**config.mk**
```make
export PLATFORM = sky130hd
export DESIGN_NAME = msrv32_integer_file_mp
export DESIGN_NICKNAME = d
export VERILOG_FILES = /design/src/rtl/msrv32_pkg.sv /design/src/rtl/msrv32_wr_arbiter.sv /design/src/rtl/msrv32_integer_file_mp.sv
export SDC_FILE = /design/constraint.sdc
export NUM_CORES = 2
export LEC_CHECK = 0
export BUFFER_PORTS_ARGS = -buffer_cell sky130_fd_sc_hd__buf_2
export CORE_MARGIN = 2
export CORE_UTILIZATION = 50
export DETAILED_ROUTE_END_ITERATION = 6
export PLACE_DENSITY = 0.69
export SLEW_MARGIN = 30
export SYNTH_ARGS = -nofsm -noshare
export SYNTH_HDL_FRONTEND = slang
export SYNTH_SLANG_ARGS = --single-unit
export TNS_END_PERCENT = 50
```
**constraint.sdc**
```tcl
create_clock -name msrv32_mp_clk_in -period 9.57 [get_ports msrv32_mp_clk_in]
set_input_delay 2.871 -clock msrv32_mp_clk_in [delete_from_list [all_inputs] [get_ports msrv32_mp_clk_in]]
set_output_delay 2.871 -clock msrv32_mp_clk_in [all_outputs]
set_load 0.03 [all_outputs]
```
**src/rtl/msrv32_pkg.sv**
```systemverilog
// Shared constants and flattened-bus helpers for the msrv32 integer register file.
package msrv32_pkg;

    localparam int XLEN        = 32;
    localparam int REG_ADDR_W  = 5;
    localparam int REG_DEPTH   = 32;
    localparam int SLICE_MAX_W = 64;
    localparam int BUS_MAX_W   = 256;

    // Slice k of width w from a flattened bus; the caller truncates the result to w bits.
    function automatic logic [SLICE_MAX_W-1:0] bus_slice(
        input logic [BUS_MAX_W-1:0] bus,
        input int                   k,
        input int                   w
    );
        return SLICE_MAX_W'(bus >> (k * w));
    endfunction

endpackage

```
**src/rtl/msrv32_wr_arbiter.sv**
```systemverilog
// Write-port arbiter for one target address: highest-index valid port wins,
// and two or more valid ports on the same address flag a collision.
module msrv32_wr_arbiter
    import msrv32_pkg::*;
#(
    parameter int WIDTH      = XLEN,
    parameter int DEPTH      = REG_DEPTH,
    parameter int ADDR_WIDTH = REG_ADDR_W,
    parameter int NUM_WR     = 1,
    parameter int ZERO_REG   = 1
) (
    input  logic [ADDR_WIDTH-1:0]        match_addr,
    input  logic [NUM_WR-1:0]            wr_en,
    input  logic [NUM_WR*ADDR_WIDTH-1:0] wr_addr,
    input  logic [NUM_WR*WIDTH-1:0]      wr_data,
    output logic                         hit,
    output logic [WIDTH-1:0]             data,
    output logic                         collision
);

    logic [ADDR_WIDTH-1:0] addr_w [NUM_WR];
    logic [WIDTH-1:0]      data_w [NUM_WR];
    logic [NUM_WR-1:0]     match;

    for (genvar w = 0; w < NUM_WR; w++) begin : g_port
        assign addr_w[w] = ADDR_WIDTH'(bus_slice(BUS_MAX_W'(wr_addr), w, ADDR_WIDTH));
        assign data_w[w] = WIDTH'(bus_slice(BUS_MAX_W'(wr_data), w, WIDTH));
        // Writes to x0 (when hardwired) and beyond DEPTH are dropped before arbitration.
        assign match[w]  = wr_en[w]
                         && (addr_w[w] == match_addr)
                         && !(ZERO_REG != 0 && addr_w[w] == '0)
                         && (32'(addr_w[w]) < DEPTH);
    end

    always_comb begin
        hit       = 1'b0;
        data      = '0;
        collision = 1'b0;
        for (int w = 0; w < NUM_WR; w++) begin
            if (match[w]) begin
                if (hit) collision = 1'b1;
                hit  = 1'b1;
                data = data_w[w];
            end
        end
    end

endmodule

```
**src/rtl/msrv32_integer_file_mp.sv**
```systemverilog
// Multi-port integer register file with prioritised writeback, optional
// write-to-read bypass, per-register busy scoreboard and sticky collision flag.
module msrv32_integer_file_mp
    import msrv32_pkg::*;
#(
    parameter int WIDTH      = XLEN,
    parameter int DEPTH      = REG_DEPTH,
    parameter int ADDR_WIDTH = REG_ADDR_W,
    parameter int NUM_RD     = 2,
    parameter int NUM_WR     = 1,
    parameter int BYPASS     = 1,
    parameter int ZERO_REG   = 1
) (
    input  logic                         msrv32_mp_clk_in,
    input  logic                         msrv32_mp_rst_in,
    input  logic [NUM_RD*ADDR_WIDTH-1:0] rs_addr_in,
    input  logic [NUM_RD-1:0]            rs_valid_in,
    output logic [NUM_RD*WIDTH-1:0]      rs_out,
    output logic [NUM_RD-1:0]            rs_busy_out,
    output logic                         hazard_out,
    input  logic [NUM_WR-1:0]            wr_en_in,
    input  logic [NUM_WR*ADDR_WIDTH-1:0] rd_addr_in,
    input  logic [NUM_WR*WIDTH-1:0]      rd_in,
    input  logic                         issue_en_in,
    input  logic [ADDR_WIDTH-1:0]        issue_rd_in,
    output logic [DEPTH-1:0]             busy_vec_out,
    output logic                         collision_err_out
);

    logic [WIDTH-1:0]  regs [DEPTH];
    logic [DEPTH-1:0]  busy;
    logic              collision;
    logic [DEPTH-1:0]  wr_hit;
    logic [DEPTH-1:0]  wr_coll;
    logic [WIDTH-1:0]  wr_data [DEPTH];
    logic [NUM_RD-1:0] byp_hit;
    logic [NUM_RD-1:0] byp_coll;
    logic [WIDTH-1:0]  byp_data [NUM_RD];
    logic              issue_ok;

    for (genvar i = 0; i < DEPTH; i++) begin : g_reg
        msrv32_wr_arbiter #(
            .WIDTH      (WIDTH),
            .DEPTH      (DEPTH),
            .ADDR_WIDTH (ADDR_WIDTH),
            .NUM_WR     (NUM_WR),
            .ZERO_REG   (ZERO_REG)
        ) u_wr_arb (
            .match_addr (ADDR_WIDTH'(i)),
            .wr_en      (wr_en_in),
            .wr_addr    (rd_addr_in),
            .wr_data    (rd_in),
            .hit        (wr_hit[i]),
            .data       (wr_data[i]),
            .collision  (wr_coll[i])
        );
    end

    for (genvar r = 0; r < NUM_RD; r++) begin : g_rd
        logic [ADDR_WIDTH-1:0] addr;
        logic                  in_range;
        logic                  is_zero;
        logic                  use_byp;

        assign addr     = ADDR_WIDTH'(bus_slice(BUS_MAX_W'(rs_addr_in), r, ADDR_WIDTH));
        assign in_range = 32'(addr) < DEPTH;
        assign is_zero  = (ZERO_REG != 0) && (addr == '0);
        assign use_byp  = (BYPASS != 0) && !msrv32_mp_rst_in && byp_hit[r];

        msrv32_wr_arbiter #(
            .WIDTH      (WIDTH),
            .DEPTH      (DEPTH),
            .ADDR_WIDTH (ADDR_WIDTH),
            .NUM_WR     (NUM_WR),
            .ZERO_REG   (ZERO_REG)
        ) u_byp_arb (
            .match_addr (addr),
            .wr_en      (wr_en_in),
            .wr_addr    (rd_addr_in),
            .wr_data    (rd_in),
            .hit        (byp_hit[r]),
            .data       (byp_data[r]),
            .collision  (byp_coll[r])
        );

        assign rs_out[r*WIDTH +: WIDTH] = (!in_range || is_zero) ? '0
                                        : (use_byp ? byp_data[r] : regs[addr]);
        // A result landing this cycle releases the operand only when it is forwarded.
        assign rs_busy_out[r] = in_range && !is_zero && !msrv32_mp_rst_in && busy[addr]
                              && !((BYPASS != 0) && byp_hit[r]);
    end

    assign hazard_out = |(rs_valid_in & rs_busy_out);

    assign issue_ok = issue_en_in
                    && !(ZERO_REG != 0 && issue_rd_in == '0)
                    && (32'(issue_rd_in) < DEPTH);

    always_ff @(posedge msrv32_mp_clk_in) begin
        if (msrv32_mp_rst_in) begin
            for (int i = 0; i < DEPTH; i++) regs[i] <= '0;
            busy      <= '0;
            collision <= 1'b0;
        end else begin
            for (int i = 0; i < DEPTH; i++) begin
                if (wr_hit[i]) regs[i] <= wr_data[i];
                // A fresh issue beats a same-cycle writeback: the new producer is still in flight.
                if (issue_ok && issue_rd_in == ADDR_WIDTH'(i)) busy[i] <= 1'b1;
                else if (wr_hit[i])                            busy[i] <= 1'b0;
            end
            if (|wr_coll || |byp_coll) collision <= 1'b1;
        end
    end

    assign busy_vec_out      = busy;
    assign collision_err_out = collision;

endmodule

```
## Yosys cells after proc, flatten, opt, wreduce, memory -nomap -nowiden

Memory sizes are Yosys's and may differ from the RTL's.
Cells that the tools add are included.

| word-level totals | value |
|---|---|
| bits in read-only memories | 0 |
| input port bits | 58 |
| output and inout port bits | 100 |
| latch bits | 0 |
| memories kept | 1 |
| bits in registers | 32 |
| bits in writable memories | 1024 |

Memories:

| memory | words | width | rd ports | clocked after memory_dff | wr ports | line | text |
|---|---|---|---|---|---|---|---|
| regs | 32 | 32 | 2 | 0 | 32 | msrv32_integer_file_mp.sv:30 | `logic [WIDTH-1:0] regs [DEPTH];` |

| operators by class | value |
|---|---|
| shifts and indexed selects | 0 |
| $mul | 0 |
| reduce and logical (&&, ||, !) cells | 153 |
| equality and inequality tests | 64 |
| add/subtract/negate cells | 0 |
| bitwise logic cells | 33 |
| $lt $le $gt $ge | 2 |
| mux-type cells | 270 |
| divide/modulo/power cells | 0 |

Operator list:

| cell | count |
|---|---|
| 2-to-1 mux 32 bit | 70 |
| 2-to-1 mux 1 bit | 198 |
| == test 5 bit (second input constant) | 32 |
| logical AND 1 bit | 109 |
| == test 5 x 4 -> 1 bit (second input constant) | 16 |
| nonzero test 2 bit | 32 |
| == test 5 x 3 -> 1 bit (second input constant) | 8 |
| bitwise OR 1 bit | 32 |
| == test 5 x 2 -> 1 bit (second input constant) | 4 |
| zero test 5 bit | 4 |
| less-than comparator 5 x 6 -> 1 bit (second input constant) | 2 |
| binary-select mux 1 bit (select 5 bit) | 2 |
| == test 5 x 1 -> 1 bit (second input constant) | 2 |
| == test 5 bit | 2 |
| zero test 1 bit | 7 |
| AND 2 bit | 1 |
| OR reduction 2 bit | 1 |

## Longest topological paths before layout

| logic depth | value |
|---|---|
| depth in word-level cells | 8 |
| gate-level depth with buffers | 9 |
| depth with buffers taken out | 5 |

## Modules after synthesis

Synthesis repeated with hierarchy kept, for this count alone.

| unflattened totals | value |
|---|---|
| cells, all modules | 8208 |
| area, all modules | 84932.7 um^2 |

By module, submodules not included:

| module | cells each | instances | area an instance (um^2) |
|---|---|---|---|
| msrv32_integer_file_mp | 3890 | 1 | 56770.7 |
| msrv32_wr_arbiter | 127 | 34 | 828.3 |

## Worst setup path after synthesis

OpenSTA, ideal clock, no wires.

| timing | value |
|---|---|
| kind | input port to output port |
| start point | input rs_addr_in[7] |
| end point | output rs_out[40] |
| arrival time | 4952 ps |
| cell stages on the path | 7 |
| slack | 1747 ps |
| required time | 6699 ps |
| path through | buf_4 > xor2_1 > or4_4 > o31ai_4 > buf_4 > o22ai_2 > nor3_1 |

| between the ends | value |
|---|---|
| longest elaborated chain between the ends | 7 |
| elaborated cells on any way between the ends | 10 |
| those cells by class | eq/ne (1); mux (4); reduce/logical (4); memory (1) |

RTL lines:

| what | line | text |
|---|---|---|
| start, declared | msrv32_integer_file_mp.sv:16 | `input logic [NUM_RD*ADDR_WIDTH-1:0] rs_addr_in,` |
| parallel branches: the longest is 6 deep, another holds memory read (32 x 32 bit) | -- |  |
| 2-to-1 mux 32 bit (*) | msrv32_integer_file_mp.sv:86 | `assign rs_out[r*WIDTH +: WIDTH] = (!in_range \|\| is_zero) ? '0` |
| end, declared | msrv32_integer_file_mp.sv:18 | `output logic [NUM_RD*WIDTH-1:0] rs_out,` |

Mark *: on every way between the ends.

## Worst setup path in the final report

| timing | value |
|---|---|
| start point | input rs_addr_in[5] |
| end point | output rs_out[63] |

The elaborated chain is that of the path after synthesis.

==> results.json <==
{
  "rows": 123,
  "ys.flop_type": "edfxtp_1",
  "fin_crit_sh": 0.902,
  "grt_max_degree": 190,
  "dieArea_um2": 115000,
  "clkTransAtPathRegs_ps": 50,
  "dp_hpwl_um": 109000,
  "critical_path_class": "input pin to output pin",
  "post-synth-top-area-cell": "edfxtp_1",
  "synth_edf_count": 1024,
  "maxCapViolCount": 0,
  "critical-path-slowest-cell": "mux4_2",
  "setup_viol": 0,
  "hp-start": "busy_vec_out[19]$_SDFFE_PP0P_",
  "grt_pass1_vias": 37500,
  "netlist.area_leader.share": 0.546,
  "core_area_um2": 112000,
  "fin_area_um2": 62800,
  "clock_skew_ps": 0,
  "avgSynthCellArea_um2": 15.4,
  "ys_top_cells_by_area": "edfxtp_1 (55%), mux4_2 (22%), and2_1 (7.3%), and3_1 (3.5%), clkbuf_1 (2.0%)",
  "synth_common_cells": "edfxtp_1 (1,024), and2_1 (657), mux4_2 (556), and3_1 (313), clkbuf_1 (294)",
  "worstHoldPathCells": 2,
  "num-nets-final": 3739,
  "dpl-instance-area_um2": 59300,
  "rsz0062_at_grt": "no",
  "cp_data_arrival_time_ps": 5760,
  "worstPathRequired_ps": 6700,
  "antenna_found_initial": 10,
  "hold_path.class": "register to register",
  "yosys_warnings": 0,
  "grt-ovfl-total": 0,
  "synthDistinctLibCells": 54,
  "relSlewSlack": 0.164,
  "finish.utilization": 0.559,
  "holdPathEnd": "busy_vec_out[19]$_SDFFE_PP0P_",
  "nFillCells": 8598,
  "drive_gt1_frac": 0.302,
  "post-place-ws_ps": 876,
  "ys_seq_area_frac": 0.557,
  "post-route-drc-count": 0,
  "async_flop_share": 0,
  "drv_slew": 0,
  "fin_ws_ps": 934,
  "clock.fmax_ghz": 0.116,
  "vias": 36800,
  "initial_core_util": 0.502,
  "die_w_um": 340,
  "grt_pass1_wl_um": 268000,
  "clk_latency_ps": 700,
  "rrSetupSlack_ps": 8810,
  "final_cells": 5277,
  "crit_top_cell": "buf_4",
  "crit_path_end_kind": "output pin",
  "clock_sinks": 1056,
  "routed_wl_um": 187000,
  "p_leak_nw": 22.3,
  "period_needed_ps": 8640,
  "outcome": "finished, final reports clean",
  "die_height_um": 340,
  "max-clock-path-buffers": 3,
  "critPathMaxFanout": 49,
  "tightest_slew_ps": 1250,
  "num_io_pins": 158,
  "numCtsBuffers": 112,
  "ir_drop_mv": 0.160,
  "power_density_nw_per_um2": 177,
  "r2r-start": "busy_vec_out[26]$_SDFFE_PP0P_",
  "drt-initial-drc-count": 5068,
  "hold_violations": 0,
  "syn_inst": 3664,
  "tritoncts": "built",
  "gp_routability_congestion": 0.861,
  "synth_area_um2": 56300,
  "io_buffers": 156,
  "cts_root_buf": "clkbuf_16",
  "startpoint_type": "input pin",
  "yosysMostFrequentCell": "edfxtp_1",
  "hold_buffers": 0,
  "area.growth.synth_to_final_pct": 11.4,
  "avgRoutedWirePerCell_um": 35.5,
  "dp.cells": 5066,
  "crit_chain": "buf_8, buf_4, buf_4, mux4_2, mux2i_1, a22o_1, nor3_1, buf_2",
  "setup_tns_ps": 0,
  "post_cts_buffers": 0,
  "rr_worst_depth": 2,
  "avgViaCountPerCell": 6.97,
  "ys_ff_latch": 1056,
  "cts_resized": 0,
  "grt_use_total": 0.324,
  "htreeDepth": 3,
  "cpPeakStageDelay_ps": 580,
  "ant_nets": 0,
  "timing.rr.end": "busy_vec_out[26]$_SDFFE_PP0P_",
  "drt_pass1_iterations": 5
}
==> layer usage <==
layer	global-route usage	part of all wire	up-vias
li1	-	-	14600
met2	0.527	0.48	2549
met5	0	0.00021	-
met1	0.415	0.35	19100
met4	0.158	0.058	6
met3	0.0722	0.11	591
==> final cells by class <==
cell class	count	area, um2	area share
Antenna cell	2	5.00	0.0000798
Clock buffer	131	2920	0.0465
Clock inverter	77	531	0.00845
Inverter	37	139	0.00221
Multi-Input combinational cell	2173	23800	0.379
Sequential cell	1056	31400	0.500
Tap cell	1500	1880	0.0299
Timing Repair Buffer	301	2140	0.0342
==> where the power goes <==
group / switching (mW) / internal [mW]
registers: 0.127 / 5.33
clock network: 1.87 / 2.31
logic: 0.885 / 0.599
==> placed cells by master (no fill, tap or decap), types with 4 or more instances in the layout <==
cell	netlist	final
nor4_1	33	33
buf_12	0	16
and2_1	657	656
mux4_2	556	556
nor3_1	55	51
buf_8	0	5
a22o_1	61	61
mux2_2	6	6
o32ai_1	10	10
nor3_2	10	14
nand2_2	0	5
nand2_1	35	30
edfxtp_1	1024	1024
o31ai_4	1	19
clkbuf_16	0	114
o22ai_1	141	141
nor2_1	40	15
buf_4	20	125
inv_1	36	35
clkbuf_1	294	17
nor2_4	0	25
xor2_1	4	4
nor2b_1	17	17
o21ai_0	24	11
clkinv_2	0	26
o22ai_2	27	27
nand2b_1	13	12
buf_6	9	4
bufinv_16	0	5
nand3_1	10	9
mux2i_1	69	69
and3_1	313	313
clkinv_1	1	35
dfxtp_1	32	32
buf_2	83	150
conb_1	1	33
o21ai_4	0	13
xnor2_1	4	4
==> registers in the layout, summed over array words and instances (netlist names) <==
| signal | cells |
|---|---|
| busy_vec_out | 32 |
| regs | 1024 |
==> worst max-delay path by stage <==
stage | start | end | slack [ps] | cells past startpoint
finish | rs_addr_in[5] | rs_out[63] | 930 | 8
global route | rs_addr_in[5] | rs_out[63] | 730 | 8
CTS | rd_addr_in[1] | rs_out[32] | 870 | 8
detailed placement | rd_addr_in[1] | rs_out[32] | 880 | 8
global placement | rd_addr_in[2] | rs_out[32] | 890 | 8
floorplan | rs_addr_in[7] | rs_out[40] | 1750 | 7
==> worst max-delay path: cells and delay by family <==
| kind | cells | cell delay (ps) |
|---|---|---|
| buf+inv | 4 | 1790 |
| simple gates | 1 | 60 |
| mux | 2 | 800 |
| compound gates | 1 | 170 |
==> metrics by stage <==
stage | total power, mW | hold WS [ps]
3_3_place_gp | 6.98 | 500
5_1_grt | 11.4 | 540
6_report | 11.1 | 511
3_5_place_dp | 7.01 | 502
2_1_floorplan | 6.48 | 595
4_1_cts | 11.1 | 511
==> cell families after synthesis <==
group	count (synthesis)	share of synthesized area
and+or+nand+nor	1197	0.130
DFF	1056	0.557
muxes	631	0.236
buffers and inverters	467	0.0355
AOI/OAI and AO/OA	304	0.0408
xor gates and xnor gates	8	0.00124
other	1	0.0000666
No activity file was read; power rests on OpenSTA's default activity.
